File: src/rtl/gate_bist_pkg.sv
// Shared types and truth-table constants for the 2-input gate BIST engine.
package gate_bist_pkg;

  typedef enum logic [2:0] {
    IDLE,
    DRIVE,
    SETTLE,
    CHECK,
    FINISH
  } bist_state_e;

  typedef logic [1:0] vec_idx_t;

  // Expected output per input vector; bit index is {a,b}.
  localparam logic [3:0] TT_NAND = 4'b0111;
  localparam logic [3:0] TT_AND  = 4'b1000;
  localparam logic [3:0] TT_OR   = 4'b1110;
  localparam logic [3:0] TT_XOR  = 4'b0110;
  localparam logic [3:0] TT_NOR  = 4'b0001;

  localparam int TIMER_W = 8;

endpackage

File: src/rtl/gate_bist_timer.sv
// Loadable 8-bit down-counter with a zero flag; times the settle dwell.
module gate_bist_timer
  import gate_bist_pkg::*;
(
  input  logic               clk,
  input  logic               rst_n,
  input  logic               load,
  input  logic [TIMER_W-1:0] load_val,
  input  logic               en,
  output logic               zero
);

  logic [TIMER_W-1:0] count;

  // NOTE: sequential state uses non-blocking assignments so every register
  // samples pre-edge values, independent of process evaluation order.
  always_ff @(posedge clk or negedge rst_n) begin
    if (!rst_n) begin
      count <= '0;
    end else if (load) begin
      count <= load_val;
    end else if (en && (count != '0)) begin
      count <= count - 1'b1;
    end
  end

  assign zero = (count == '0);

endmodule

File: src/rtl/gate_bist.sv
// BIST engine: drives all four {a,b} vectors into a 2-input gate, waits
// SETTLE_CYCLES, checks y against TRUTH_TABLE. Optional macro
// GATE_BIST_ERRCNT_EN adds an err_cnt output counting mismatches per run.
module gate_bist
  import gate_bist_pkg::*;
#(
  parameter logic [3:0]  TRUTH_TABLE   = TT_NAND,
  parameter int unsigned SETTLE_CYCLES = 2
) (
  input  logic       clk,
  input  logic       rst_n,
  input  logic       start,
  output logic       a,
  output logic       b,
  input  logic       y,
  output logic       busy,
  output logic       done,
  output logic       pass,
  output logic [1:0] fail_idx
`ifdef GATE_BIST_ERRCNT_EN
  ,
  output logic [2:0] err_cnt
`endif
);

  localparam logic [TIMER_W-1:0] SETTLE_LOAD = TIMER_W'(SETTLE_CYCLES - 1);

  bist_state_e state, state_next;
  vec_idx_t    idx;
  logic        fail_seen;
  logic        timer_load;
  logic        timer_en;
  logic        timer_zero;
  logic        mismatch;

  gate_bist_timer u_timer (
    .clk      (clk),
    .rst_n    (rst_n),
    .load     (timer_load),
    .load_val (SETTLE_LOAD),
    .en       (timer_en),
    .zero     (timer_zero)
  );

  always_ff @(posedge clk or negedge rst_n) begin
    if (!rst_n) state <= IDLE;
    else        state <= state_next;
  end

  // NOTE: every output of this block gets a default first, so no path
  // through the case leaves a signal unassigned and no latch is inferred.
  always_comb begin
    state_next = state;
    timer_load = 1'b0;
    timer_en   = 1'b0;
    case (state)
      IDLE:   if (start) state_next = DRIVE;
      DRIVE: begin
        timer_load = 1'b1;
        state_next = SETTLE;
      end
      SETTLE: begin
        if (timer_zero) state_next = CHECK;
        else            timer_en   = 1'b1;
      end
      CHECK:  state_next = (idx == 2'd3) ? FINISH : DRIVE;
      FINISH: state_next = IDLE;
      default: state_next = IDLE;
    endcase
  end

  assign mismatch = (y != TRUTH_TABLE[idx]);

  always_ff @(posedge clk or negedge rst_n) begin
    if (!rst_n) begin
      a         <= 1'b0;
      b         <= 1'b0;
      busy      <= 1'b0;
      done      <= 1'b0;
      pass      <= 1'b0;
      fail_idx  <= '0;
      idx       <= '0;
      fail_seen <= 1'b0;
`ifdef GATE_BIST_ERRCNT_EN
      err_cnt   <= '0;
`endif
    end else begin
      done <= 1'b0;
      case (state)
        IDLE: begin
          if (start) begin
            busy      <= 1'b1;
            idx       <= '0;
            pass      <= 1'b0;
            fail_idx  <= '0;
            fail_seen <= 1'b0;
`ifdef GATE_BIST_ERRCNT_EN
            err_cnt   <= '0;
`endif
          end
        end
        DRIVE: {a, b} <= idx;
        CHECK: begin
          if (mismatch) begin
            if (!fail_seen) begin
              fail_idx  <= idx;
              fail_seen <= 1'b1;
            end
`ifdef GATE_BIST_ERRCNT_EN
            err_cnt <= err_cnt + 3'd1;
`endif
          end
          // The last vector leaves idx at 3; it never wraps.
          if (idx != 2'd3) idx <= idx + 2'd1;
        end
        FINISH: begin
          done <= 1'b1;
          busy <= 1'b0;
          pass <= ~fail_seen;
        end
        default: ;
      endcase
    end
  end

endmodule

File: config.mk
export PLATFORM = sky130hd
export DESIGN_NAME = gate_bist
export DESIGN_NICKNAME = d
export VERILOG_FILES = /design/src/rtl/gate_bist_pkg.sv /design/src/rtl/gate_bist_timer.sv /design/src/rtl/gate_bist.sv
export SDC_FILE = /design/constraint.sdc
export NUM_CORES = 1
export LEC_CHECK = 0
export BUFFER_PORTS_ARGS = -buffer_cell sky130_fd_sc_hd__buf_4
export CAP_MARGIN = 20
export CORE_ASPECT_RATIO = 1.1
export CORE_MARGIN = 2
export CORE_UTILIZATION = 40
export CTS_CLUSTER_SIZE = 20
export DETAILED_ROUTE_END_ITERATION = 10
export PLACE_DENSITY = 0.57
export RECOVER_POWER = 100
export SLEW_MARGIN = 40
export SYNTH_ARGS = -nofsm -noshare
export SYNTH_HDL_FRONTEND = slang
export SYNTH_SLANG_ARGS = --single-unit
File: constraint.sdc
create_clock -name clk -period 2.1 [get_ports clk]
set_input_delay 0 -clock clk [delete_from_list [all_inputs] [get_ports clk]]
set_output_delay 0 -clock clk [all_outputs]
set_load 0.005 [all_outputs]
==> reports/metrics.yaml <==
run_status:
  outcome: "finished, final reports clean"
layout:
  diodes: 0
  drive_above_1_share_pct: 15.8
  nFillCells: 264
  final_nets: 122
  area_delta_synth_final_pct: 11.8
  design_area_sq_mm: 0.00120
  seqCellArea_sq_um: 526
  multiInputGateArea_sq_um: 503
die:
  start_util_pct: 42.5
  io_pins: 11
  die_y_um: 58.3
  coreArea_sq_mm: 0.00252
  rows: 19
  fp.dieW_um: 53.3
  dieArea_sq_mm: 0.00311
critical_path:
  critPathSlowestCell: "dfrtp_1"
  cp-end-kind: "register"
  crit_arrival_ns: 2.00
  cp_data_required_time_ns: 2.30
  cp.buffers_inverters: 0
  cp-start-kind: "register"
  worstPathCellList: "or4b_1 > or4_4 > mux2i_1"
  cpPeakStageDelay_ns: 0.54
  crit_fanout: 12
  crit_family: "simple AND/OR/NAND/NOR gates"
  crit_type: "register to register"
synth:
  synth_ff_type: "dfrtp_1"
  synth_edf_count: 0
  synth-seq-area-share_pct: 49.1
  synth_seq_cells: 21
  synth_cell_type_count: 37
  async_flop_share_pct: 100
  synth.avg_cell_area_sq_um: 10.4
  syn-num-nets: 110
  syn_inst: 103
  syn_area_sq_mm: 0.00107
  yosysWarnings: 0
clocking:
  cts_max_path_buffers: 2
  htreeDepth: 1
  clock_latency_ns: 0.30
  cts_buffers: 3
  clock_sinks: 21
  cts-root-buf: "clkbuf_4"
  cts_tree: "built"
  path_clk_slew_ns: 0.12
timing:
  finalSetupViolCount: 0
  relSlewSlack_pct: 25.8
  fmax_ghz: 0.555
  finalMaxSlewViolations: 0
  fin_crit_sh_pct: 85.7
  hold_viol: 0
  tightest_slew_ns: 1.11
  period_minus_slack_ns: 1.80
  grt_setup_unrepaired: "no"
  skew_ns: 0.00469
  tns_ns: 0
grt:
  first_global_vias: 778
  grt_pass1_wl_um: 3550
  grt_remaining_overflow: 0
  grt_max_degree: 22
  grt_antenna_before_repair: 0
  grt_use_total_pct: 15.8
drt:
  drc: 0
  drt_wl_total_um: 2060
  via_per_inst: 5.69
  dr.pass1.iters: 4
  wl_per_cell_um: 14.2
  dr_total_vias: 825
  postRouteAntennaNets: 0
  drtIter0Drc: 11
job:
  maxCapViolations: 0
pwr:
  switching_share_pct: 40.9
  p_sw_uw: 659
  power_frac_comb_pct: 41.7
  leakagePower_nw: 0.555
  power.total_mw: 1.61
  power_density_mw_per_mm2: 1350
  ir_drop_v: 0.000649
  seq_power_share_pct: 46.2
  clkPwrFrac_pct: 12.1
  internal_power_uw: 954
hold_path:
  min_path_type: "input pin to register"
placed_design:
  dp_hpwl_um: 1510
  placed_cell_area_sq_mm: 0.00117
  place.port_buffers: 10
  gp_congestion: 0.752
[worst min-delay path, cell delays in order]
cell and delay [ns]:
buf_4 0.11, a21oi_1 0.14, a2111oi_0 0.08
[logic make-up after synthesis]
group	synth area share [%]
buffers and inverters	3.62
muxes	4.67
AOI/OAI and AO/OA	11.4
xor gates and xnor gates	0.818
and+or+nand+nor	26.9
DFF	49.1
adders and majority gates	3.51
[per-stage QoR]
stage	hold WS (ns)	worst slack, ns	utilization (%)	cells
floorplan	-0.296	0.375	-	103
detailed placement	-0.0982	0.316	46.5	140
global placement	-0.0993	0.344	46.5	140
global route	0.0611	0.125	47.5	145
finish	0.0634	0.299	47.5	145
CTS	0.0538	0.279	48.0	145
[routing by layer]
layer	share of wire (%)	track usage, %
met1	48	22.0
met2	47	24.0
met3	2.8	3.09
met4	1.9	6.59
met5	0	0
[sequential cells by signal, indices dropped and copies added (netlist names)]
name and count:
state 3, u_timer.count 8, fail_seen 1, b 1, fail_idx 2, done 1, busy 1, a 1
pass 1, idx 2
[final cells by class]
type / instances / share of cell area [%]
Clock buffer: 4 / 2.19
Inverter: 5 / 1.57
Multi-Input combinational cell: 72 / 42.0
Sequential cell: 21 / 43.9
Tap cell: 31 / 3.24
Timing Repair Buffer: 12 / 7.11
[cells in the final DEF (no fill, tap or decap), types with 2 or more instances in the layout]
cell type / n
nor4b_1: 2
ha_1: 3
nand2_1: 17
buf_4: 2
a211o_1: 2
nand3_1: 3
clkbuf_1: 3
or4b_1: 2
inv_1: 5
a21oi_1: 4
clkbuf_4: 10
nor3b_1: 2
or3b_2: 2
dfrtp_1: 21
o21ai_0: 3
o211ai_1: 3
nand3b_1: 3
mux2i_1: 5
nor4_1: 2
o21a_1: 2
[final timing paths]
| path | from | endpoint | slack (ns) | cells past startpoint |
|---|---|---|---|---|
| worst max-delay path | state[1] | u_timer.count[7] | 0.30 | 3 |
| worst min-delay path | start | state[0] | 0.06 | 3 |
| worst max register to register | state[1] | u_timer.count[7] | 0.30 | 3 |
| worst min register to register | busy | busy | 0.49 | 2 |
| max in group asynchronous | rst_n | u_timer.count[7] | 1.03 | 2 |
| min in group asynchronous | rst_n | u_timer.count[6] | 0.41 | 2 |
[power by group through the flow]
stage	Combinational, mW	Clock [mW]	Sequential (mW)
global route	0.775	0.219	0.777
CTS	0.708	0.204	0.749
detailed placement	0.704	0	0.758
global placement	0.690	0	0.751
finish	0.673	0.196	0.745
floorplan	0.552	0	0.678
[what timing repair did]
item,CTS,global route
buffers inserted,0,0
gates resized for setup,0,0
hold buffers,1,0
endpoints found under the hold margin,21,0
[Yosys cell counts (2+ instances only)]
library cell,n,area (sq um)
clkbuf_1,4,15.0
o21ai_0,3,15.0
nand3b_1,3,22.5
nor3b_1,2,15.0
o21a_1,2,15.0
nand3_1,3,15.0
nor4b_1,2,17.5
or3b_2,2,17.5
dfrtp_1,21,526
o211ai_1,3,22.5
nand2_1,17,63.8
inv_1,5,18.8
nor4_1,2,12.5
mux2i_1,5,50.1
a21oi_1,4,20.0
a211o_1,2,17.5
ha_1,3,37.5
No activity file was read; power rests on OpenSTA's default activity.
